--- src/rtl/fib_gen_pkg.sv ---
// Shared types for the Fibonacci sequence generator.
package fib_gen_pkg;

  typedef enum logic [1:0] {
    IDLE = 2'd0,
    OP   = 2'd1,
    DONE = 2'd2
  } state_e;

  localparam logic MODE_SINGLE = 1'b0;
  localparam logic MODE_STREAM = 1'b1;

endpackage

--- src/rtl/fib_add.sv ---
// WIDTH-bit adder with carry-out; the carry feeds the sticky overflow flag.
module fib_add #(
  parameter int WIDTH = 32
) (
  input  logic [WIDTH-1:0] a_i,
  input  logic [WIDTH-1:0] b_i,
  output logic [WIDTH-1:0] sum_o,
  output logic             carry_o
);

  assign {carry_o, sum_o} = {1'b0, a_i} + {1'b0, b_i};

endmodule

--- src/rtl/fib_seq_gen.sv ---
// Fibonacci term generator: F(n) from two seeds, optional streaming of terms.
//
//   state | meaning
//   IDLE  | waiting for start_i; result of last run held on f_o/ovf_o
//   OP    | n_reg counts down to 1 while t0/t1 step through the sequence
//   DONE  | final term on f_o; done_tick_o high for this one cycle
module fib_seq_gen
  import fib_gen_pkg::*;
#(
  parameter int WIDTH = 32,
  parameter int NW    = 6
) (
  input  logic             clk_i,
  input  logic             rst_i,
  input  logic             start_i,
  input  logic [NW-1:0]    n_i,
  input  logic [WIDTH-1:0] seed0_i,
  input  logic [WIDTH-1:0] seed1_i,
  input  logic             mode_i,
  input  logic             abort_i,
  output logic             ready_o,
  output logic             valid_o,
  output logic             done_tick_o,
  output logic [WIDTH-1:0] f_o,
  output logic             ovf_o
);

  state_e           state;
  logic [WIDTH-1:0] t0;
  logic [WIDTH-1:0] t1;
  logic [WIDTH-1:0] sum;
  logic             carry;
  logic [NW-1:0]    n_reg;
  logic             mode_reg;
  logic             ovf;

  fib_add #(.WIDTH(WIDTH)) u_add (
    .a_i    (t1),
    .b_i    (t0),
    .sum_o  (sum),
    .carry_o(carry)
  );

  // Abort is checked first in OP so it beats a coincident move to DONE;
  // the registers freeze on abort so the partial term stays visible.
  always_ff @(posedge clk_i or posedge rst_i) begin
    if (rst_i) begin
      state    <= IDLE;
      t0       <= '0;
      t1       <= '0;
      n_reg    <= '0;
      mode_reg <= 1'b0;
      ovf      <= 1'b0;
    end else begin
      case (state)
        IDLE: begin
          if (start_i) begin
            n_reg    <= n_i;
            mode_reg <= mode_i;
            t0       <= seed0_i;
            t1       <= seed1_i;
            ovf      <= 1'b0;
            state    <= OP;
          end
        end
        OP: begin
          if (abort_i) begin
            state <= IDLE;
          end else if (n_reg == '0) begin
            t1    <= t0;
            state <= DONE;
          end else if (n_reg == NW'(1)) begin
            state <= DONE;
          end else begin
            t1    <= sum;
            t0    <= t1;
            n_reg <= n_reg - NW'(1);
            if (carry) ovf <= 1'b1;
          end
        end
        DONE: begin
          state <= IDLE;
        end
        default: begin
          state <= IDLE;
        end
      endcase
    end
  end

  assign ready_o     = (state == IDLE);
  assign done_tick_o = (state == DONE);
  assign valid_o     = (state == OP) && (mode_reg == MODE_STREAM) && (n_reg > NW'(1));
  assign f_o         = t1;
  assign ovf_o       = ovf;

endmodule

--- config.mk ---
export PLATFORM = sky130hd
export DESIGN_NAME = fib_seq_gen
export DESIGN_NICKNAME = d
export VERILOG_FILES = /design/src/rtl/fib_gen_pkg.sv /design/src/rtl/fib_add.sv /design/src/rtl/fib_seq_gen.sv
export SDC_FILE = /design/constraint.sdc
export NUM_CORES = 1
export LEC_CHECK = 0
export BUFFER_PORTS_ARGS = -buffer_cell sky130_fd_sc_hd__buf_2
export CORE_MARGIN = 3
export CORE_UTILIZATION = 45
export CTS_CLUSTER_DIAMETER = 40
export DETAILED_ROUTE_END_ITERATION = 7
export PLACE_DENSITY_LB_ADDON = 0.05
export SYNTH_ARGS = -nofsm -noshare
export SYNTH_HDL_FRONTEND = slang
export SYNTH_SLANG_ARGS = --single-unit
export TNS_END_PERCENT = 30
--- constraint.sdc ---
create_clock -name clk_i -period 3.15 [get_ports clk_i]
set_clock_uncertainty 0.2 [all_clocks]
set_input_delay 0.315 -clock clk_i [delete_from_list [all_inputs] [get_ports clk_i]]
set_output_delay 0.315 -clock clk_i [all_outputs]
set_load 0.005 [all_outputs]
==> Word-level counts from Yosys, hierarchy flattened <==
Index checks and enable logic that the tools add are counted.
{ "op_classes": {"eq_ne": 10, "muxes": 26, "n_lt_le_gt_ge": 1, "add_sub_neg": 2, "n_reduce_logical": 10} }
{ "op_table": {"columns": ["operator", "count"], "rows": [
  ["2-to-1 mux 32 bit", 8],
  ["one-hot mux 32 bit (2 select lines)", 2],
  ["adder 32 x 32 -> 33 bit", 1],
  ["2-to-1 mux 6 bit", 4],
  ["one-hot mux 6 bit (2 select lines)", 1],
  ["!= test 2 bit (second input constant)", 5],
  ["2-to-1 mux 2 bit", 4],
  ["equality test 6 x 1 -> 1 bit (second input constant)", 1],
  ["greater-than comparator 6 x 1 -> 1 bit (second input constant)", 1],
  ["logical NOT 6 bit", 1],
  ["AND reduction 6 bit", 1],
  ["subtractor 6 x 1 -> 6 bit (second input constant)", 1],
  ["2-to-1 mux 1 bit", 5],
  ["AND reduction 5 bit", 1],
  ["!= test 4 bit (second input constant)", 1],
  ["one-hot mux 2 bit (2 select lines)", 1],
  ["AND reduction 2 bit", 2],
  ["AND reduction 4 bit", 1],
  ["!= test 3 bit (second input constant)", 1],
  ["equality test 2 x 1 -> 1 bit (second input constant)", 1],
  ["equality test 2 bit (second input constant)", 1],
  ["logical AND 1 bit", 2],
  ["logical NOT 2 bit", 1],
  ["one-hot mux 1 bit (2 select lines)", 1],
  ["nonzero test 2 bit", 1]
]} }
{ "totals": {"ff_bits": 74, "in_bits": 75, "output_inout_bits": 36, "wordCells": 55} }

==> Depth between registers and ports, before layout <==
Gate-level depths: netlist of the first run.
{ "logic_depth": {"depth_word": 6, "mapped_depth": 12} }

==> Modules after synthesis <==
Synthesis of the first run repeated with hierarchy kept, for this count alone.
{ "unflattened": {"hier_cells": 773, "area_unflattened_um2": 5844.4} }
{ "by_module_without_submodules": {"columns": ["module", "cells_each", "area_per_inst_um2", "seq_area_each_um2", "instances"], "rows": [
  ["fib_seq_gen", 499, 3942.5, 1851.8, 1],
  ["fib_add", 274, 1901.8, 0.0, 1]
]} }

==> Worst setup path before layout of the first run <==
No wires, ideal clock.
{ "synth_path": {"path_type": "register to register", "startpoint": "reg t1[0], in the netlist f_o[0]", "endpoint": "reg t1[22], in the netlist f_o[22]", "setup_ns": 0.104, "setup_slack_ns": 0.438, "arrival_time_ns": 2.408, "path_stages_with_launch": 13, "path_cell_list": "dfrtp_1 ha_1 inv_1 fa_1 nor2b_4 o2111a_1 o21ai_2 a21oi_4 a21oi_2 o21bai_1 or3_1 a21boi_1 o41ai_2"} }
{ "synth_via": {"elab_chain_len": 5} }
{ "synth_rtl": {"columns": ["item", "line_no", "source"], "rows": [
  ["start, declared", "fib_seq_gen.sv:30", "logic [WIDTH-1:0] t1;"],
  ["start signal, assigned", "fib_seq_gen.sv:61", "t1 <= seed1_i;"],
  ["start signal, assigned", "fib_seq_gen.sv:70", "t1 <= t0;"],
  ["start signal, assigned", "fib_seq_gen.sv:75", "t1 <= sum;"],
  ["adder 32 x 32 -> 33 bit", "fib_add.sv:11", "assign {carry_o, sum_o} = {1'b0, a_i} + {1'b0, b_i};"],
  ["2-to-1 mux 32 bit", "fib_seq_gen.sv:72", "end else if (n_reg == NW'(1)) begin"],
  ["2-to-1 mux 32 bit", "fib_seq_gen.sv:69", "end else if (n_reg == '0) begin"],
  ["2-to-1 mux 32 bit", "fib_seq_gen.sv:67", "if (abort_i) begin"],
  ["one-hot mux 32 bit (2 select lines)", "fib_seq_gen.sv:55", "case (state)"]
]} }
Every way passes these cells. The select of a mux whose other input is x is not followed.
A chain may end at the register's enable or synchronous reset.

==> Final worst setup path of the first run <==
Same ends and word-level chain as after synthesis.

==> summary.txt, run 1 <==
XOR/XNOR share of the synthesized area - 0.03851
placed inst area - 6155 um2
Overflow after GRT - 0
CP startpoint kind - register
Setup Buffers After CTS - 0
area delta synth->final - 19.07%
Hold Path Sink - n_reg[0]
Worst Path Arrival - 3020 ps
routed wire length per instance - 16.53 um
Tcrit/Tclk final - 0.9448
Slew headroom - 0.4598
CTS tree - yes
Die Area - 13,490 um2
Avg Vias per Cell - 5.691
remaining antenna violation count after routing - 0
GRT busiest layer - met2
max_cap viols - 0
layout cells sized above 1 - 0.2088
vias in the first global route - 5,166
status - finished clean
largest net degree at the start of global routing - 79
CP Class - register to register
Async S/R FF share, synth - 1.000
Hold Vio Cnt, Final - 0
vias after detailed routing - 5,338
syn_nets - 805
Peak VDD IR - 0.5385 mV
Seq/Total Area, Yosys - 0.3392
Yosys top cell by area - dfrtp_1
ANT cells - 0
r2r worst-path depth - 12
htree depth - 3
Simple-Gate Fraction of Synth Area - 0.2216
Crit. End Element - register
initial antenna violation count - 1
GR Layer Usage met3 - 0.04145
fmax - 0.3360 GHz
post-synthesis instance area - 5459 um2
Finished Layout Cells - 938
total number of yosys warnings - 0
# fillers - 1,129
P_leak - 2.971 nW
Yosys cell types - 63
Initial Util - 0.4700
most frequent cell after synthesis - nand2_1
Chip Height - 116.1 um
synth top area cells - dfrtp_1 (34%), nand2_1 (8.9%), ha_1 (7.8%)
RSZ-0062 raised after global routing - true
Post-Route WL - 15,500 um
flop2flop setup slack - 170 ps
Least-Margin Pin Slew - 810.3 ps
Gate Count Post-Synth - 695
GRT met2 Usage - 0.3755
syn_area_per_cell - 7.855 um2
first-pass GRT wire length - 25,570 um
row count - 39
DRC - 0
Critical Path Fanout Max - 5
Final setup viols - 0
PortBufs - 110
commonest cells in the netlist - nand2_1 (130), dfrtp_1 (74), a21oi_1 (73), nor2_1 (62), o21ai_0 (46)
post-synthesis adder-cell area fraction - 0.08160
clock-pin slew on the worst setup and hold paths - 60 ps
drt first-iter violations - 275
Root Buffer - clkbuf_16
placed insts - 920
Sink Count - 74
clk_lat worst skew - 340 ps
Synth Flop Type - dfrtp_1
Core ar. - 11,610 um2
Slew Limit Fails - 0
Clock Path Buffers - 2
largest family of logic cells by synthesized area - compound AO/OA/AOI/OAI gates
Hold WS - 14.28 ps
Synth Register Bits - 74
WP data required - 3190 ps
compound-gate portion of the synthesized area - 0.2755
drt pass-1 iters - 4
reg2reg start - f_o[0]
width of the die - 116.1 um
Nets - 900
post-DP HPWL - 11,240 um
FF-to-FF End - f_o[22]
overall routing resource usage - 0.2375
Post-synth EDFFs - 0
Final Cell Area - 6500 um2
hold_sp - n_i[0]
multiplexer share of the synthesized area - 0.003896
final worst path period need - 2976 ps
post-synth top area share - 0.3392
HP Class - input port to register
grt met1 use - 0.3296
Num CTS Buffers - 9
Final GP Congestion - 0.8872
Pwr Density - 1275 nW/um2
Ports - 111
Hold Path Stages - 3
-- layer usage --
| layer | share of wire | vias to the layer above |
|---|---|---|
| met5 | 0.00052 | - |
| met2 | 0.45 | 141 |
| met4 | 0.023 | 2 |
| li1 | - | 2683 |
| met1 | 0.48 | 2485 |
| met3 | 0.050 | 27 |
-- report_power, final --
group          switching, W  internal [W]
clock network      0.000405      0.000685
registers          0.000479       0.00141
logic               0.00303       0.00227
total               0.00392       0.00437
-- timing repair --
| item | in CTS | in global routing |
|---|---|---|
| endpoints found under the hold margin | 29 | 0 |
| setup endpoints to repair | 0 | 2 |
| hold buffers | 2 | 0 |
| resized for setup | 0 | 1 |
-- worst max-delay path, cell delays in order, from the launching register on --
cell	delay [ps]
dfrtp_1	400
ha_1	230
inv_1	70
fa_1	430
nor2b_4	160
o2111a_1	230
o21ai_2	100
a21oi_4	230
a21oi_2	120
o21bai_2	200
or3_1	130
a21boi_1	60
o41ai_2	310
-- placed cells by master (no fill, tap or decap), types with 3 or more instances in the layout --
master | netlist | layout
nand2_1 | 130 | 130
buf_2 | 8 | 110
dfrtp_1 | 74 | 74
a21oi_1 | 73 | 72
nor2_1 | 62 | 62
o21ai_0 | 46 | 46
a31oi_1 | 37 | 37
ha_1 | 34 | 34
nand3_1 | 24 | 24
a21o_1 | 17 | 16
xnor2_1 | 15 | 15
nor3_1 | 16 | 15
buf_4 | 0 | 12
inv_1 | 12 | 11
or3_1 | 9 | 9
xor2_1 | 9 | 9
a211oi_1 | 9 | 9
clkbuf_16 | 0 | 9
o211ai_1 | 7 | 7
clkbuf_8 | 0 | 7
nand2b_1 | 7 | 6
and3_1 | 6 | 6
o21ai_1 | 5 | 5
nand4_1 | 4 | 4
nor2b_1 | 5 | 4
nor3_2 | 2 | 3
o22ai_1 | 3 | 3
o21bai_1 | 4 | 3
-- cells by family after synthesis --
logic type	count (synthesis)
xor+xnor	24
fa+ha+maj	35
buf+inv	53
mux	2
simple gates	275
compound gates	232
flops	74
-- worst max-delay path by stage --
stage | cells after the start | endpoint | start
floorplan | 12 | f_o[22] | f_o[0]
global placement | 12 | f_o[22] | f_o[0]
detailed placement | 12 | f_o[22] | f_o[0]
CTS | 12 | f_o[22] | f_o[0]
global route | 12 | ovf_o | f_o[0]
finish | 12 | f_o[22] | f_o[0]
-- per-stage QoR --
step / total power, W / setup TNS [ps] / setup slack [ps] / utilization
final: 0.008287 / 0 / 173.9 / 0.5597
after global routing: 0.009079 / -2.190 / -2.190 / 0.5597
after CTS: 0.008299 / 0 / 131.0 / 0.5594
after detailed placement: 0.007165 / 0 / 146.8 / 0.5300
after global placement: 0.007060 / 0 / 284.9 / 0.5300
after floorplan: 0.005903 / 0 / 438.3 / -
-- layout make-up --
cell class                 instances  area [um2]  area share
multi-input combinational        568        3422      0.5265
clock buffer                      16       321.6     0.04947
inverter                          12       45.04    0.006930
timing repair buffer             125       680.7      0.1047
tap                              143       178.9     0.02753
sequential                        74        1852      0.2849
Note: power is estimated with default switching activity, not from simulation.
==> inputs of run 2 (changes only) <==
--- a/config.mk
+++ b/config.mk
@@ -6,8 +6,8 @@
 export NUM_CORES = 1
 export LEC_CHECK = 0
 export BUFFER_PORTS_ARGS = -buffer_cell sky130_fd_sc_hd__buf_2
-export CORE_MARGIN = 3
-export CORE_UTILIZATION = 45
+export CORE_MARGIN = 1.5
+export CORE_UTILIZATION = 40
 export CTS_CLUSTER_DIAMETER = 40
 export DETAILED_ROUTE_END_ITERATION = 7
 export PLACE_DENSITY_LB_ADDON = 0.05
==> run 2 against run 1 <==
Maximum frequency about the same. Setup slack better by 0.70 ps. Die area up 6.4%. Sequential share of layout area down 0.23 points. First-iteration DRC count down 23%. Critical path depth unchanged. Largest power group unchanged. Non-clock buffer count up 2. Combinational power up 0.9%. Core utilization down 6.7 points. Flip-flop and latch count unchanged. Via count up 0.92%.
==> summary.txt, run 2 (synthesis gave the netlist of run 1 again) <==
status - finished clean (unchanged)
Die Area - 14,360 um2 (was 13,490 um2)
htree depth - 3 (unchanged)
largest net degree at the start of global routing - 79 (unchanged)
Ports - 111 (unchanged)
drt first-iter violations - 211 (was 275)
Chip Height - 119.8 um (was 116.1 um)
Core ar. - 13,300 um2 (was 11,610 um2)
area delta synth->final - 20.03% (was 19.07%)
DP Worst Slack - 158.1 ps (was 146.8 ps)
Final setup viols - 0 (unchanged)
clock network power share - 0.127 (was 0.132)
Overflow after GRT - 0 (unchanged)
CP Class - register to register (unchanged)
clk_lat worst skew - 350 ps (was 340 ps)
Num CTS Buffers - 9 (unchanged)
fin worst setup slack - 174.6 ps (was 173.9 ps)
PortBufs - 110 (unchanged)
Critical Path Fanout Max - 5 (unchanged)
Slew headroom - 0.4867 (was 0.4598)
final worst path period need - 2975 ps (was 2976 ps)
CP startpoint kind - register (unchanged)
Internal - 0.004341 W (was 0.004371 W)
max_cap viols - 0 (unchanged)
first-pass GRT wire length - 26,210 um (was 25,570 um)
Final GP Congestion - 0.8812 (was 0.8872)
Setup Buffers After CTS - 0 (unchanged)
P_leak - 2.975 nW (was 2.971 nW)
routed wire length per instance - 16.37 um (was 16.53 um)
vias in the first global route - 5,230 (was 5,166)
commonest non-fill, non-tap cell in the layout - nand2_1 (unchanged)
drt pass-1 iters - 5 (was 4)
Seq pwr share - 0.229 (about the same)
HP Class - input port to register (unchanged)
row count - 42 (was 39)
overall routing resource usage - 0.2283 (was 0.2375)
Crit. End Element - register (unchanged)
clock-pin slew on the worst setup and hold paths - 60 ps (about the same)
Post-Route WL - 15,940 um (was 15,500 um)
Clock Path Buffers - 2 (unchanged)
Hold Vio Cnt, Final - 0 (unchanged)
layout cells sized above 1 - 0.2095 (was 0.2088)
vias after detailed routing - 5,387 (was 5,338)
CTS tree - yes (unchanged)
Peak VDD IR - 0.4496 mV (was 0.5385 mV)
width of the die - 119.8 um (was 116.1 um)
P_sw - 0.003969 W (was 0.003916 W)
Worst Path Arrival - 3020 ps (about the same)
Avg Vias per Cell - 5.531 (was 5.691)
Initial Util - 0.4106 (was 0.4700)
post-DP HPWL - 11,490 um (was 11,240 um)
initial antenna violation count - 1 (unchanged)
Combinational Power Share - 0.644 (was 0.640)
Nets - 902 (was 900)
WP data required - 3200 ps (was 3190 ps)
remaining antenna violation count after routing - 0 (unchanged)
Net Sw Frac - 0.4776 (was 0.4725)
Pwr Density - 1268 nW/um2 (was 1275 nW/um2)
Least-Margin Pin Slew - 770.0 ps (was 810.3 ps)
fmax - 0.3361 GHz (was 0.3360 GHz)
Sink Count - 74 (unchanged)
aggregate negative setup slack - 0 ps (unchanged)
most frequent cells in the layout - nand2_1 (130), buf_2 (110), dfrtp_1 (74) (unchanged)
DRC - 0 (unchanged)
Root Buffer - clkbuf_16 (unchanged)
Slew Limit Fails - 0 (unchanged)
RSZ-0062 raised after global routing - false (was true)
Tcrit/Tclk final - 0.9446 (was 0.9448)
==> run 2: per-stage QoR <==
stage | instances | hold slack, ps | cell area, um2 | utilization | total power (W)
6_report | 974 | 13.60 | 6553 | 0.4928 | 0.008309
5_1_grt | 973 | 9.712 | 6550 | 0.4927 | 0.009109
4_1_cts | 973 | 9.316 | 6546 | 0.4924 | 0.008299
3_5_place_dp | 955 | 211.5 | 6223 | 0.4681 | 0.007203
3_3_place_gp | 955 | 216.4 | 6223 | 0.4681 | 0.007129
2_1_floorplan | 695 | 187.4 | 5459 | - | 0.005903
==> run 2: cell type report <==
type | instances | area [um2]
inverter | 12 | 45.04
clock inverter | 1 | 5.005
clock buffer | 15 | 297.8
sequential | 74 | 1852
antenna | 1 | 2.502
multi-input combinational | 568 | 3422
timing repair buffer | 127 | 708.2
fill | 1350 | 6743
tap | 176 | 220.2
==> run 2: repair_timing <==
action,4_1_cts,5_1_grt
endpoints found under the hold margin,25,0
hold buffers,2,0
resized for setup,0,1
endpoints found under the setup margin,0,1
==> run 2: critical path, stage by stage, from the launching register on <==
cell	delay (ps)
dfrtp_1	390
ha_1	220
inv_1	70
fa_1	420
nor2b_4	140
o2111a_1	230
o21ai_2	100
a21oi_4	240
a21oi_2	130
o21bai_2	230
or3_1	150
a21boi_1	60
o41ai_2	290
==> run 2: per-layer routing <==
layer	routed length [um]	GRT usage	vias up
li1	-	-	2688
met1	7661	0.3092	2550
met2	7341	0.3721	126
met3	665	0.03945	21
met4	259	0.07217	2
met5	12	0	-
==> run 2: path summary, 6_finish.rpt <==
check	startpoint	to	slack [ps]	cells past startpoint
setup / recovery	f_o[0]	f_o[22]	170	12
hold / removal	mode_i	mode_reg	10	2
setup reg to reg	f_o[0]	f_o[22]	170	12
hold reg to reg	mode_reg	mode_reg	310	1
max in group asynchronous	rst_i	t0[6]	1590	4
min in group asynchronous	rst_i	n_reg[0]	370	3
==> run 2: power by group through the flow <==
| stage | Combinational (W) | Sequential (W) | Clock, W |
|---|---|---|---|
| 5_1_grt | 0.00601 | 0.00198 | 0.00111 |
| 2_1_floorplan | 0.00411 | 0.00180 | 0 |
| 4_1_cts | 0.00532 | 0.00190 | 0.00107 |
| 3_3_place_gp | 0.00524 | 0.00189 | 0 |
| 3_5_place_dp | 0.00529 | 0.00191 | 0 |
| 6_report | 0.00535 | 0.00190 | 0.00105 |
